File: config.mk
export PLATFORM = sky130hd
export DESIGN_NAME = i2c_command_scheduler_flat
export DESIGN_NICKNAME = d
export VERILOG_FILES = /design/src/rtl/i2c_command_scheduler_if.sv /design/src/rtl/i2c_command_scheduler.sv /design/src/flat_wrapper.sv
export SDC_FILE = /design/constraint.sdc
export NUM_CORES = 1
export LEC_CHECK = 0
export ABC_AREA = 0
export CAP_MARGIN = 0
export CORE_MARGIN = 2
export CORE_UTILIZATION = 40
export DETAILED_ROUTE_END_ITERATION = 8
export PLACE_DENSITY_LB_ADDON = 0.05
export REMOVE_ABC_BUFFERS = 1
export SETUP_SLACK_MARGIN = 0.2
export SLEW_MARGIN = 20
export SYNTH_ARGS = -nofsm -noshare
export SYNTH_HDL_FRONTEND = slang
export SYNTH_SLANG_ARGS = --single-unit
File: constraint.sdc
create_clock -name clk -period 2.8 [get_ports clk]
set_input_delay 0.56 -clock clk [delete_from_list [all_inputs] [get_ports clk]]
set_output_delay 0.56 -clock clk [all_outputs]
set_load 0.1 [all_outputs]
File: src/rtl/i2c_command_scheduler_if.sv
// Request/ack handshake and i2c_module command bus of the I2C command scheduler.
// The scheduler takes the slave modport; requesters and i2c_module sit on the master side.
interface i2c_command_scheduler_if;
  logic        restart_init;
  logic        req0;
  logic        req1;
  logic [7:0]  reg0;
  logic [7:0]  reg1;
  logic [15:0] data0;
  logic [15:0] data1;
  logic        ack0;
  logic        ack1;
  logic        i2c_send;
  logic [7:0]  i2c_register;
  logic [15:0] i2c_data;
  logic        busy;
  logic        init_done;

  modport slave (
    input  restart_init, req0, req1, reg0, reg1, data0, data1,
    output ack0, ack1, i2c_send, i2c_register, i2c_data, busy, init_done
  );

  modport master (
    output restart_init, req0, req1, reg0, reg1, data0, data1,
    input  ack0, ack1, i2c_send, i2c_register, i2c_data, busy, init_done
  );
endinterface

File: src/rtl/i2c_command_scheduler.sv
// Replays the camera startup table after power-up, then round-robins host and auto-exposure
// register writes onto the single i2c_module write path, timing each command by cycle counts.
module i2c_command_scheduler #(
  parameter int unsigned BOOT_DELAY   = 1000000,
  parameter int unsigned PULSE_CYCLES = 4,
  parameter int unsigned TXN_CYCLES   = 450000,
  parameter int unsigned GAP_CYCLES   = 50000
) (
  input  logic                   clk,
  input  logic                   reset_n,
  i2c_command_scheduler_if.slave bus
);
  localparam logic [2:0] S_BOOT   = 3'd0;
  localparam logic [2:0] S_SELECT = 3'd1;
  localparam logic [2:0] S_ISSUE  = 3'd2;
  localparam logic [2:0] S_WAIT   = 3'd3;
  localparam logic [2:0] S_GAP    = 3'd4;

  localparam logic [1:0] G_TABLE = 2'd0;
  localparam logic [1:0] G_REQ0  = 2'd1;
  localparam logic [1:0] G_REQ1  = 2'd2;

  localparam logic [31:0] BOOT_LAST  = 32'(BOOT_DELAY - 1);
  localparam logic [31:0] PULSE_LAST = 32'(PULSE_CYCLES - 1);
  localparam logic [31:0] TXN_LAST   = 32'(TXN_CYCLES - 1);
  localparam logic [31:0] GAP_LAST   = 32'(GAP_CYCLES - 1);
  localparam logic [3:0]  TABLE_LEN  = 4'd8;

  function automatic logic [23:0] table_entry(input logic [2:0] idx);
    case (idx)
      3'd0:    table_entry = {8'h23, 16'h0033};
      3'd1:    table_entry = {8'h23, 16'h0033};
      3'd2:    table_entry = {8'h22, 16'h0033};
      3'd3:    table_entry = {8'h04, 16'h09FF};
      3'd4:    table_entry = {8'h03, 16'h077F};
      3'd5:    table_entry = {8'h01, 16'h0038};
      3'd6:    table_entry = {8'h20, 16'h0060};
      default: table_entry = {8'h1E, 16'h4146};
    endcase
  endfunction

  logic [2:0]  state_q, state_d;
  logic [31:0] cnt_q, cnt_d;
  logic [3:0]  idx_q, idx_d, idx_sel;
  logic        rr_q, rr_d;            // 1: req1 has priority on the next tie
  logic [1:0]  gnt_q, gnt_d;
  logic        restart_q, restart_d;
  logic [7:0]  reg_q, reg_d;
  logic [15:0] data_q, data_d;
  logic        send_q, send_d;
  logic        ack0_q, ack0_d;
  logic        ack1_q, ack1_d;
  logic        init_done_q, init_done_d;

  // NOTE: every signal written here gets a default first, so no path can infer a latch.
  always_comb begin
    state_d     = state_q;
    cnt_d       = cnt_q + 32'd1;
    idx_d       = idx_q;
    idx_sel     = idx_q;
    rr_d        = rr_q;
    gnt_d       = gnt_q;
    restart_d   = restart_q | bus.restart_init;
    reg_d       = reg_q;
    data_d      = data_q;
    send_d      = 1'b0;
    ack0_d      = 1'b0;
    ack1_d      = 1'b0;
    init_done_d = init_done_q;

    case (state_q)
      S_BOOT: begin
        if (cnt_q == BOOT_LAST) begin
          state_d = S_SELECT;
          cnt_d   = '0;
        end
      end
      S_SELECT: begin
        cnt_d = '0;
        // A pending replay is only ever honoured here, between commands.
        if (restart_d) begin
          idx_sel     = '0;
          restart_d   = 1'b0;
          init_done_d = 1'b0;
        end
        if (idx_sel < TABLE_LEN) begin
          {reg_d, data_d} = table_entry(idx_sel[2:0]);
          idx_d   = idx_sel;
          gnt_d   = G_TABLE;
          send_d  = 1'b1;
          state_d = S_ISSUE;
        end else begin
          init_done_d = 1'b1;
          if (bus.req0 && (!rr_q || !bus.req1)) begin
            reg_d   = bus.reg0;
            data_d  = bus.data0;
            gnt_d   = G_REQ0;
            send_d  = 1'b1;
            state_d = S_ISSUE;
          end else if (bus.req1) begin
            reg_d   = bus.reg1;
            data_d  = bus.data1;
            gnt_d   = G_REQ1;
            send_d  = 1'b1;
            state_d = S_ISSUE;
          end
        end
      end
      S_ISSUE: begin
        send_d = 1'b1;
        if (cnt_q == PULSE_LAST) begin
          send_d  = 1'b0;
          state_d = S_WAIT;
        end
      end
      S_WAIT: begin
        // The counter keeps running from ISSUE entry, so this marks the full transaction time.
        if (cnt_q == TXN_LAST) begin
          state_d = S_GAP;
          cnt_d   = '0;
          case (gnt_q)
            G_REQ0:  begin ack0_d = 1'b1; rr_d = 1'b1; end
            G_REQ1:  begin ack1_d = 1'b1; rr_d = 1'b0; end
            default: idx_d = idx_q + 4'd1;
          endcase
        end
      end
      S_GAP: begin
        if (cnt_q == GAP_LAST) begin
          state_d = S_SELECT;
          cnt_d   = '0;
        end
      end
      default: begin
        state_d = S_BOOT;
        cnt_d   = '0;
      end
    endcase
  end

  // NOTE: state registers use non-blocking assignments so every flop samples pre-edge values.
  always_ff @(posedge clk or negedge reset_n) begin
    if (!reset_n) begin
      state_q     <= S_BOOT;
      cnt_q       <= '0;
      idx_q       <= '0;
      rr_q        <= 1'b0;
      gnt_q       <= G_TABLE;
      restart_q   <= 1'b0;
      reg_q       <= '0;
      data_q      <= '0;
      send_q      <= 1'b0;
      ack0_q      <= 1'b0;
      ack1_q      <= 1'b0;
      init_done_q <= 1'b0;
    end else begin
      state_q     <= state_d;
      cnt_q       <= cnt_d;
      idx_q       <= idx_d;
      rr_q        <= rr_d;
      gnt_q       <= gnt_d;
      restart_q   <= restart_d;
      reg_q       <= reg_d;
      data_q      <= data_d;
      send_q      <= send_d;
      ack0_q      <= ack0_d;
      ack1_q      <= ack1_d;
      init_done_q <= init_done_d;
    end
  end

  assign bus.i2c_send     = send_q;
  assign bus.i2c_register = reg_q;
  assign bus.i2c_data     = data_q;
  assign bus.ack0         = ack0_q;
  assign bus.ack1         = ack1_q;
  assign bus.init_done    = init_done_q;
  assign bus.busy         = (state_q == S_ISSUE) || (state_q == S_WAIT) || (state_q == S_GAP);
endmodule
File: src/flat_wrapper.sv
// flat-port wrapper written by rule: the top's interface ports become plain ports
module i2c_command_scheduler_flat 
#(
  parameter int unsigned BOOT_DELAY   = 1000000,
  parameter int unsigned PULSE_CYCLES = 4,
  parameter int unsigned TXN_CYCLES   = 450000,
  parameter int unsigned GAP_CYCLES   = 50000
)
  (clk, reset_n, bus_restart_init, bus_req0, bus_req1, bus_reg0, bus_reg1, bus_data0, bus_data1, bus_ack0, bus_ack1, bus_i2c_send, bus_i2c_register, bus_i2c_data, bus_busy, bus_init_done);
  i2c_command_scheduler_if bus_i ();
  input  logic clk;
  input  logic reset_n;
  input wire logic [$bits(bus_i.restart_init)-1:0] bus_restart_init;
  input wire logic [$bits(bus_i.req0)-1:0] bus_req0;
  input wire logic [$bits(bus_i.req1)-1:0] bus_req1;
  input wire logic [$bits(bus_i.reg0)-1:0] bus_reg0;
  input wire logic [$bits(bus_i.reg1)-1:0] bus_reg1;
  input wire logic [$bits(bus_i.data0)-1:0] bus_data0;
  input wire logic [$bits(bus_i.data1)-1:0] bus_data1;
  output wire logic [$bits(bus_i.ack0)-1:0] bus_ack0;
  output wire logic [$bits(bus_i.ack1)-1:0] bus_ack1;
  output wire logic [$bits(bus_i.i2c_send)-1:0] bus_i2c_send;
  output wire logic [$bits(bus_i.i2c_register)-1:0] bus_i2c_register;
  output wire logic [$bits(bus_i.i2c_data)-1:0] bus_i2c_data;
  output wire logic [$bits(bus_i.busy)-1:0] bus_busy;
  output wire logic [$bits(bus_i.init_done)-1:0] bus_init_done;
  assign bus_i.restart_init = bus_restart_init;
  assign bus_i.req0 = bus_req0;
  assign bus_i.req1 = bus_req1;
  assign bus_i.reg0 = bus_reg0;
  assign bus_i.reg1 = bus_reg1;
  assign bus_i.data0 = bus_data0;
  assign bus_i.data1 = bus_data1;
  assign bus_ack0 = bus_i.ack0;
  assign bus_ack1 = bus_i.ack1;
  assign bus_i2c_send = bus_i.i2c_send;
  assign bus_i2c_register = bus_i.i2c_register;
  assign bus_i2c_data = bus_i.i2c_data;
  assign bus_busy = bus_i.busy;
  assign bus_init_done = bus_i.init_done;
  i2c_command_scheduler #(.BOOT_DELAY(BOOT_DELAY), .PULSE_CYCLES(PULSE_CYCLES), .TXN_CYCLES(TXN_CYCLES), .GAP_CYCLES(GAP_CYCLES)) u_core (.clk(clk), .reset_n(reset_n), .bus(bus_i));
endmodule
Word-level counts from Yosys, hierarchy flattened
Index checks and enable logic that the tools add are counted.
{"block": "classes", "add_sub_neg": 2, "n_lt_le_gt_ge": 1, "n_eq_ne": 24, "n_mux": 43, "n_bitwise": 1, "n_reduce_logical": 18}
{"operator": "$pmux 22 s6", "n": 1}
{"operator": "$pmux 32 s4", "n": 1}
{"operator": "$mux 32", "n": 3}
{"operator": "$mux 16", "n": 3}
{"operator": "$add 32x1->32 const B", "n": 1}
{"operator": "$eq 32x16->1 const B", "n": 1}
{"operator": "$eq 32x19->1 const B", "n": 1}
{"operator": "$eq 32x2->1 const B", "n": 1}
{"operator": "$eq 32x20->1 const B", "n": 1}
{"operator": "$mux 8", "n": 3}
{"operator": "$mux 3", "n": 7}
{"operator": "$mux 4", "n": 5}
{"operator": "$pmux 3 s5", "n": 1}
{"operator": "$mux 1", "n": 13}
{"operator": "$eq 3x2->1 const B", "n": 4}
{"operator": "$eq 3x3->1 const B", "n": 4}
{"operator": "$ne 2x1->1 const B", "n": 6}
{"operator": "$pmux 4 s2", "n": 1}
{"operator": "$eq 3x1->1 const B", "n": 2}
{"operator": "$logic_not 3->1", "n": 2}
{"operator": "$mux 2", "n": 3}
{"operator": "$reduce_and 5->1", "n": 1}
{"operator": "$add 4x1->4 const B", "n": 1}
{"operator": "$lt 4x4->1 const B", "n": 1}
{"operator": "other kinds (15)", "n": 22}
{"block": "totals", "reg_bits": 71, "in_bits": 53, "output_inout_bits": 29, "word_cells": 101}

Longest topological paths before layout
Gate-level depths: netlist of run 1.
{"block": "logic_depth", "word_depth": 7, "mapped_depth": 8, "mapped_depth_nobuf": 7}

Worst setup path before layout of run 1
Ideal clock, no wire load.
{"block": "synth_path", "path_type": "in2reg", "from": "input bus_restart_init", "to": "register u_core.gnt_q[0]", "setup_ns": 0.128, "arrival_time_ns": 2.042, "t_required_ns": 2.672, "setup_slack_ns": 0.631, "path_stages": 6, "path_buffers": 2, "path_cell_list": "or2_0 clkbuf_1 or3_1 o21ai_1 clkbuf_1 mux2_1"}
{"block": "synth_between", "elab_chain_cells": 6, "word_cells_on_any_way": 7, "cone_classes": "order compare: 1; mux: 3; bitwise: 1; reduce/logical: 2"}
{"item": "start: declaration", "line": "flat_wrapper.sv:13", "source": "input wire logic [$bits(bus_i.restart_init)-1:0] bus_restart_init;"}
{"item": "$or 1x1->1 *", "line": "i2c_command_scheduler.sv:63", "source": "restart_d = restart_q | bus.restart_init;"}
{"item": "$mux 4 *", "line": "i2c_command_scheduler.sv:81", "source": "if (restart_d) begin"}
{"item": "$mux 4 *", "line": "i2c_command_scheduler.sv:71", "source": "case (state_q)"}
{"item": "$lt 4x4->1 *", "line": "i2c_command_scheduler.sv:86", "source": "if (idx_sel < TABLE_LEN) begin"}
{"item": "$reduce_bool 3->1 (no source line)"}
{"item": "$reduce_and 2->1 (no source line)"}
{"item": "end signal: assignment", "line": "i2c_command_scheduler.sv:161", "source": "gnt_q <= gnt_d;"}
{"item": "end: declaration", "line": "i2c_command_scheduler.sv:46", "source": "logic [1:0] gnt_q, gnt_d;"}
Every way passes the cells marked *; elsewhere a longest branch is shown, timed or not. The select of a mux whose other input is x is not followed.
A chain may end at the register's enable or synchronous reset.

Final worst setup path of run 1
{"block": "layout_path", "from": "register u_core.cnt_q[21]", "to": "register u_core.idx_q[2]"}
{"block": "layout_between", "elab_chain_cells": 3}
{"item": "start: declaration", "line": "i2c_command_scheduler.sv:43", "source": "logic [31:0] cnt_q, cnt_d;"}
{"item": "start signal: assignment", "line": "i2c_command_scheduler.sv:158", "source": "cnt_q <= cnt_d;"}
{"item": "$eq 32x19->1", "line": "i2c_command_scheduler.sv:118", "source": "if (cnt_q == TXN_LAST) begin"}
{"item": "$ne 2x1->1 (no source line)"}
{"item": "$reduce_and 4->1 (no source line)"}
{"item": "end signal: assignment", "line": "i2c_command_scheduler.sv:159", "source": "idx_q <= idx_d;"}
{"item": "end: declaration", "line": "i2c_command_scheduler.sv:44", "source": "logic [3:0] idx_q, idx_d, idx_sel;"}
No other way between the ends.

==> reports/results.tsv, run 1 <==
metric	value	unit
status	finished clean	
most crowded layer after global routing	met2	
Final setup viols	0	
Worst Hold Class	primary input to async pin	
clock latency on the worst-skew pair	0.35	ns
Total GRT Usage	19.14	%
fraction of layout instances using a drive strength above 1	20.57	%
PD cells	407.8	nW/µm²
Max Freq	416.0	MHz
io pins	82	
grt total ovfl	0	
global-route wire length before repair	15710	µm
Total Wirelength	9189	µm
slowest CP cell	a2111o_1	
M1 GR Usage	25.84	%
CTS clk-pin slew, worst paths	0.08	ns
Yosys top cell by area	dfrtp_1	
RSZ-0062 raised after global routing	false	
CP Data Required Time	3.04	ns
sequential area share after synthesis	46.24	%
DR DRC count	0	
root buffer cell	clkbuf_8	
Crit Path Max Fanout	6	
crit path cell chain	nor4_2 > and4_1 > nand4_1 > a2111o_1 > a21o_1 > a211o_1	
FF+latch count, synth	71	
Hold Fails Final Rpt	0	
number of nets with antenna violations after routing	0	
Final Skew	0.007577	ns
cts bufs inserted	9	
die area	10410	µm²
minimum clock period	2.404	ns
iteration-0 DRC count of the detailed router	126	
overall power	2023	µW
Starting Density	41.39	%
ys flop type	dfrtp_1	
syn_area_per_cell	9.441	µm²
Yosys cell types	54	
Setup TNS	0	ns
Hold-fix buffers, CTS	0	
largest net degree at the start of global routing	45	
Die Width	102.0	µm
fin crit share	85.86	%
routability cong.	0.7814	
slew margin rel.	56.44	%
CP bufs+invs	0	
kind of end point of the critical path	register	
vias	3191	
grt met2 use	30.82	%
asr flop ratio synth	100.0	%
diodes inserted	0	
most common cell after layout, fill and taps aside	dfrtp_1	
final non-filler cell area	4961	µm²
CP Data Arrival Time	2.64	ns
Row Count	35	
Max Cap Viol	0	
height of the die	102.0	µm
met3 Resource Use GR	3.557	%
area of the multi-input gates	1927	µm²
post-CTS sizing	0	
Layout fillers	876	
top post-synthesis cells by area	dfrtp_1, nor2_2, xor2_1, nand2_1, a221oi_1	
worst slew pin tran	0.6534	ns
via/cell ratio	5.147	
Pins Over Slew Limit	0	
most frequent cells in the layout	dfrtp_1, clkdlybuf4s50_1, nand2_1, buf_4, nor2_2	
CTS tree	yes	
vias in the first global route	3222	
H-tree depth	3	
post-placement cell area	4751	µm²
top cell type's share of synthesized area	46.24	%
Leakage	0.002079	µW
Mapped Cells	407	
CP peak stage delay	0.53	ns
Worst Path Class, Setup	register to register	
initial antenna violation count	0	
First-pass DRT Iterations	5	
CP delay by family, top	compound AO/OA/AOI/OAI gates	
Synth warnings	0	
VDD IR max	225.6	µV
Max Buffers Root-to-Sink	2	
FF+latch area	1777	µm²
Setup crit start kind	register	
postcts setup bufs	0	
port bufs	81	
wire per inst	14.82	µm
Layout area overhead	29.11	%
RR Startpoint	u_core.cnt_q[21]	
Post-Syn Area	3842	µm²
Sinks on Clock Net	71	
number of flops mapped to enable cells by yosys	0	
Nets	544	
CP startpoint	u_core.cnt_q[21]	
Layout Utilization	53.44	%
Core ar.	9284	µm²
half-perimeter wire length after placement	6633	µm
[logic make-up (layout without fill, tap and decap cells)]
| kind of cell | count (synthesis) | in the layout | synth area share (%) |
|---|---|---|---|
| xor+xnor | 31 | 31 | 7.066 |
| mux | 3 | 3 | 0.8141 |
| fa+ha+maj | 4 | 4 | 1.303 |
| compound gates | 86 | 86 | 14.85 |
| simple gates | 178 | 178 | 25.69 |
| buf+inv | 34 | 118 | 4.038 |
| flops | 71 | 71 | 46.24 |
[synthesized netlist by cell type (4+ instances only)]
cell and n:
nor2b_1 5, nand2_1 42, nor2_1 23, nor2_2 30
inv_1 10, and4_1 4, a221oi_1 15, and3_1 7
buf_2 4, xnor2_1 12, dfrtp_1 71, a22oi_1 8
xor2_1 19, nand3_1 17, o21ai_1 18, o21ai_0 13
nand4_1 8, a21oi_1 17, ha_1 4, nor3_1 15
clkbuf_1 17
[metrics by stage]
stage               worst slack [ns]  hold WS (ns)  instances
CTS                           0.3558        0.2408        620
finish                        0.3960        0.2292        620
floorplan                    -0.4538        0.2644        383
detailed placement            0.2607        0.4678        605
global placement              0.3558        0.4628        605
global route                  0.2250        0.2734        620
[sequential cells by signal, summed over array words and instances (netlist names)]
| register | cells |
|---|---|
| u_core.cnt_q | 32 |
| u_core.rr_q | 1 |
| u_core.bus.init_done | 1 |
| u_core.state_q | 3 |
| u_core.bus.i2c_send | 1 |
| u_core.restart_q | 1 |
| u_core.bus.ack0 | 1 |
| u_core.bus.i2c_data | 16 |
| u_core.idx_q | 4 |
| u_core.bus.ack1 | 1 |
| u_core.bus.i2c_register | 8 |
| u_core.gnt_q | 2 |
[worst paths after layout]
check,slack (ns),end,cells after the start
worst max-delay path,0.40,u_core.idx_q[2],6
worst min-delay path,0.23,u_core.bus.i2c_register[6],1
worst max register to register,0.40,u_core.idx_q[2],6
worst min register to register,0.48,u_core.bus.i2c_register[1],1
max in group asynchronous,1.90,u_core.cnt_q[16],2
min in group clk,0.48,u_core.bus.i2c_register[1],1
[per-layer routing]
| layer | routed length [µm] | part of all wire, % |
|---|---|---|
| met3 | 437 | 4.8 |
| met2 | 4236 | 46 |
| met5 | 0 | 0 |
| met1 | 4335 | 47 |
| met4 | 179 | 1.9 |
[final cells by class]
class | instances | share of cell area (%)
well taps | 129 | 3.253
clock inverters | 6 | 1.740
clock buffers | 9 | 2.497
inverters | 10 | 0.7566
multi-input cells | 302 | 38.84
repair buffers | 93 | 17.10
flip-flops and latches | 71 | 35.81
[power by group]
group / leakage, µW / total [µW] / internal [µW] / switching (µW)
clock network: 0.000105 / 900 / 495 / 405
registers: 0.000941 / 1020 / 1020 / 0.0000000000000152
logic: 0.00103 / 98.9 / 65.8 / 33.1
No activity file was read; power rests on OpenSTA's default activity.
==> run 2: changes to the inputs <==
- CORE_ASPECT_RATIO: not set -> 1.4
==> run 2 against run 1 <==
Against the previous run:
- clock skew about the same
- die area increased by 0.11%
- worst setup slack got worse by 0.014 ns
- sequential power about the same
- clock power up 40%
- routed wire length grew 1.3%
- via count up 0.47%
- final area rose by 2.6%
- register-to-register slack is essentially flat
- first-iteration DRC count rose by 23%
- worst hold slack better by 0.026 ns
- critical endpoint unchanged
- highest routed layer unchanged
==> reports/results.tsv, run 2 (synthesis results as in run 1) <==
metric	value	unit
via/cell ratio	5.317	
grt total ovfl	0	
die area	10420	µm²
worst slew pin tran	0.6234	ns
number of flip-flops in the largest register	32	
overall power	2385	µW
CP endpoint	u_core.idx_q[2]	
CP startpoint	u_core.cnt_q[22]	
Sinks on Clock Net	71	
Nets	545	
Internal Pwr Total	1919	µW
status	finished clean	
r2r worst-path depth	6	
height of the die	120.0	µm
Largest Register	u_core.cnt_q	
fraction of layout instances using a drive strength above 1	20.89	%
routability cong.	0.8180	
Final Skew	0.007315	ns
Leakage	0.002146	µW
fin crit share	86.35	%
worst slack, placed	0.2426	ns
most frequent cells in the layout	dfrtp_1, clkdlybuf4s50_1, nand2_1, buf_4, nor2_2	
Row Count	42	
io pins	82	
vias	3206	
Hold-fix buffers, CTS	0	
Hold Fails Final Rpt	0	
port bufs	81	
Layout area overhead	32.53	%
Starting Density	40.85	%
half-perimeter wire length after placement	6627	µm
Pins Over Slew Limit	0	
RR Startpoint	u_core.cnt_q[22]	
Die Width	86.84	µm
diodes inserted	0	
root buffer cell	clkbuf_16	
Worst Path Class, Setup	register to register	
combinational power share	4.2	%
largest net degree at the start of global routing	72	
CTS tree	yes	
clock network power share	52.8	%
vias in the first global route	3154	
DR DRC count	0	
cts bufs inserted	9	
Max Cap Viol	0	
VDD IR max	347.0	µV
Max Freq	413.6	MHz
Total GRT Usage	19.09	%
RSZ-0062 raised after global routing	false	
Setup crit start kind	register	
Sw Share	19.56	%
CTS clk-pin slew, worst paths	0.06	ns
slew margin rel.	58.12	%
post-placement cell area	4760	µm²
iteration-0 DRC count of the detailed router	155	
Final Instance Count excl. Fillers	603	
reg2reg end	u_core.idx_q[2]	
Max Buffers Root-to-Sink	2	
initial antenna violation count	0	
global-route wire length before repair	15400	µm
final non-filler cell area	5092	µm²
postcts setup bufs	0	
PD cells	468.4	nW/µm²
Core ar.	9407	µm²
final worst slack	0.3822	ns
Worst R2R Setup Slack	0.38	ns
wire per inst	15.44	µm
DP Cell Count	587	
First-pass DRT Iterations	4	
Worst Hold Class	primary input to async pin	
number of nets with antenna violations after routing	0	
share of power burned in registers	43.0	%
CP Data Arrival Time	2.64	ns
CP Data Required Time	3.02	ns
H-tree depth	3	
kind of end point of the critical path	register	
Crit Path Max Fanout	6	
Final setup viols	0	
Fin Hold WS	0.2554	ns
Total Wirelength	9312	µm
minimum clock period	2.418	ns
post-CTS sizing	0	
most common cell after layout, fill and taps aside	dfrtp_1	
clock latency on the worst-skew pair	0.34	ns
Switch Pwr	466.7	µW
[run 2: cell count changes in the layout (fill, tap and decap cells not counted)]
cell and change:
buf_12 +2, buf_4 -1, clkbuf_8 -7, clkbuf_16 +9, clkinv_2 -1, clkinvlp_4 +1, clkinv_4 -1
[run 2: area by class of cell]
cell class	instances	area, µm²
Timing Repair Buffer	94	880.8
Clock inverter	5	80.08
Fill cell	893	4314
Tap cell	110	137.6
Sequential cell	71	1777
Clock buffer	11	252.7
Inverter	10	37.54
Multi-Input combinational cell	302	1927
[run 2: power by group through the flow]
| stage | registers (µW) | clock network [µW] | logic (µW) |
|---|---|---|---|
| after detailed placement | 1040 | 0 | 101 |
| after floorplan | 1050 | 0 | 1.23 |
| after global placement | 1040 | 0 | 100 |
| after global routing | 1030 | 1350 | 107 |
| after CTS | 1030 | 1290 | 102 |
| final | 1030 | 1260 | 99.1 |
[run 2: through the flow]
| stage | setup TNS, ns | util [%] |
|---|---|---|
| detailed placement | 0 | 50.60 |
| CTS | 0 | 54.14 |
| finish | 0 | 54.14 |
| floorplan | -11.31 | - |
| global placement | 0 | 50.60 |
| global route | 0 | 54.14 |
[run 2: critical path, stage by stage, from the launching register on]
cell,delay (ns)
dfrtp_1,0.43
nor4_2,0.43
and4_1,0.26
nand4_1,0.16
a2111o_1,0.53
a21o_1,0.20
a211o_1,0.29
[run 2: layer usage]
metal / global-route usage (%) / up-vias / wire [µm] / part of all wire (%)
met5: 0 / - / 0 / 0
met4: 8.105 / 0 / 200 / 2.1
met3: 4.127 / 16 / 404 / 4.3
met2: 32.82 / 64 / 4849 / 52
met1: 22.55 / 1520 / 3857 / 41
li1: - / 1606 / - / -
[run 2: worst min path at each step]
stage,from,endpoint,slack (ns)
after floorplan,reset_n,u_core.bus.ack0,0.26
after global placement,u_core.bus.i2c_register[1],u_core.bus.i2c_register[1],0.46
after detailed placement,u_core.bus.i2c_data[6],u_core.bus.i2c_data[6],0.47
after CTS,reset_n,u_core.bus.i2c_register[6],0.27
after global routing,reset_n,u_core.bus.i2c_register[6],0.30
final,reset_n,u_core.bus.i2c_register[6],0.26
==> run 3: changes to the inputs <==
- MAX_ROUTING_LAYER: not set -> met4
==> run 3 against run 2 <==
Against the previous run:
- non-clock buffer count unchanged
- sequential cell count unchanged
- largest power group unchanged
- critical path type unchanged
- register-to-register slack about the same
- sequential share of layout area unchanged
- clock-buffer cell count unchanged
- total power about the same
==> reports/results.tsv, run 3 (synthesis results as in run 1) <==
metric	value	unit
RSZ-0062 raised after global routing	false	
Hold Fails Final Rpt	0	
Max Freq	413.5	MHz
Sinks on Clock Net	71	
post-CTS sizing	0	
most frequent cells in the layout	dfrtp_1, clkdlybuf4s50_1, nand2_1, buf_4, nor2_2	
vias in the first global route	3147	
number of nets with antenna violations after routing	0	
iteration-0 DRC count of the detailed router	178	
most common cell after layout, fill and taps aside	dfrtp_1	
minimum clock period	2.418	ns
wire per inst	15.44	µm
routability cong.	0.8301	
die area	10420	µm²
height of the die	120.0	µm
slowest CP cell	a2111o_1	
worst slew pin tran	0.6234	ns
Worst Path Class, Setup	register to register	
diodes inserted	0	
Setup crit start kind	register	
Max Buffers Root-to-Sink	2	
via/cell ratio	5.310	
Total GRT Usage	19.62	%
CTS clk-pin slew, worst paths	0.06	ns
fraction of layout instances using a drive strength above 1	20.89	%
Worst Hold Class	primary input to async pin	
post-placement cell area	4760	µm²
half-perimeter wire length after placement	6627	µm
postcts setup bufs	0	
clock network power share	52.8	%
final non-filler cell area	5092	µm²
grt total ovfl	0	
combinational power share	4.2	%
CP bufs+invs	0	
CP peak stage delay	0.53	ns
global-route wire length before repair	15390	µm
Row Count	42	
slew margin rel.	58.12	%
port bufs	81	
CTS tree	yes	
Layout Utilization	54.14	%
Setup TNS	0	ns
initial antenna violation count	0	
Sw Share	19.49	%
largest net degree at the start of global routing	72	
status	finished clean	
share of power burned in registers	43.1	%
clock latency on the worst-skew pair	0.33	ns
Layout area overhead	32.53	%
Starting Density	40.85	%
crit path cell chain	nor4_2 > and4_1 > nand4_1 > a2111o_1 > a21o_1 > a211o_1	
root buffer cell	clkbuf_16	
number of flip-flops in the largest register	32	
Core ar.	9407	µm²
CP Data Required Time	3.02	ns
Max Cap Viol	0	
vias	3202	
H-tree depth	3	
Nets	545	
Switch Pwr	464.3	µW
DR DRC count	0	
Layout fillers	893	
Final Skew	0.007235	ns
Pins Over Slew Limit	0	
fin crit share	86.36	%
Fin Hold WS	0.2577	ns
io pins	82	
Die Width	86.84	µm
cts bufs inserted	9	
kind of end point of the critical path	register	
Internal Pwr Total	1919	µW
Leakage	0.002146	µW
First-pass DRT Iterations	4	
VDD IR max	346.9	µV
Largest Register	u_core.cnt_q	
Final setup viols	0	
CP delay by family, top	compound AO/OA/AOI/OAI gates	
Total Wirelength	9312	µm
Hold-fix buffers, CTS	0	
PD cells	467.9	nW/µm²
Crit Path Max Fanout	6	
CP Data Arrival Time	2.63	ns
run 3: cell counts in the layout (fill, tap and decap cells not counted):
Identical to the previous run, type by type.
run 3: final timing paths:
check | start | cells past startpoint | slack (ns) | end
worst max-delay path | u_core.cnt_q[22] | 6 | 0.38 | u_core.idx_q[2]
worst min-delay path | reset_n | 2 | 0.26 | u_core.bus.i2c_register[6]
worst max register to register | u_core.cnt_q[22] | 6 | 0.38 | u_core.idx_q[2]
worst min register to register | u_core.bus.i2c_register[1] | 1 | 0.48 | u_core.bus.i2c_register[1]
max in group asynchronous | reset_n | 2 | 2.25 | u_core.cnt_q[27]
min in group clk | u_core.bus.i2c_register[1] | 1 | 0.48 | u_core.bus.i2c_register[1]
run 3: stage by stage:
| step | power [µW] | instances | setup slack (ns) |
|---|---|---|---|
| 6_report | 2383 | 603 | 0.3818 |
| 5_1_grt | 2478 | 603 | 0.2345 |
| 4_1_cts | 2422 | 603 | 0.3844 |
| 3_5_place_dp | 1145 | 587 | 0.2426 |
| 3_3_place_gp | 1145 | 587 | 0.3366 |
| 2_1_floorplan | 1046 | 383 | -0.4538 |
run 3: metal layers:
metal	part of all wire, %	routed length (µm)	track usage, %	vias up
met2	53	4897	32.82	63
met4	1.8	165	7.813	0
met3	4.4	412	4.333	12
li1	-	-	-	1608
met1	41	3836	22.55	1519
met5	0	0	-	-
run 3: area by class of cell:
type / count / area [µm²] / share of cell area [%]
well taps: 110 / 137.6 / 2.703
clock buffers: 11 / 252.7 / 4.963
flip-flops and latches: 71 / 1777 / 34.89
repair buffers: 94 / 880.8 / 17.30
multi-input cells: 302 / 1927 / 37.84
inverters: 10 / 37.54 / 0.7371
clock inverters: 5 / 80.08 / 1.572
run 3: power by group through the flow:
stage                     logic (µW)  clock network [µW]  registers (µW)
after CTS                        102                1290            1030
after global routing             107                1350            1030
after global placement           100                   0            1040
after detailed placement         101                   0            1040
final                           99.1                1260            1030
after floorplan                 1.23                   0            1050
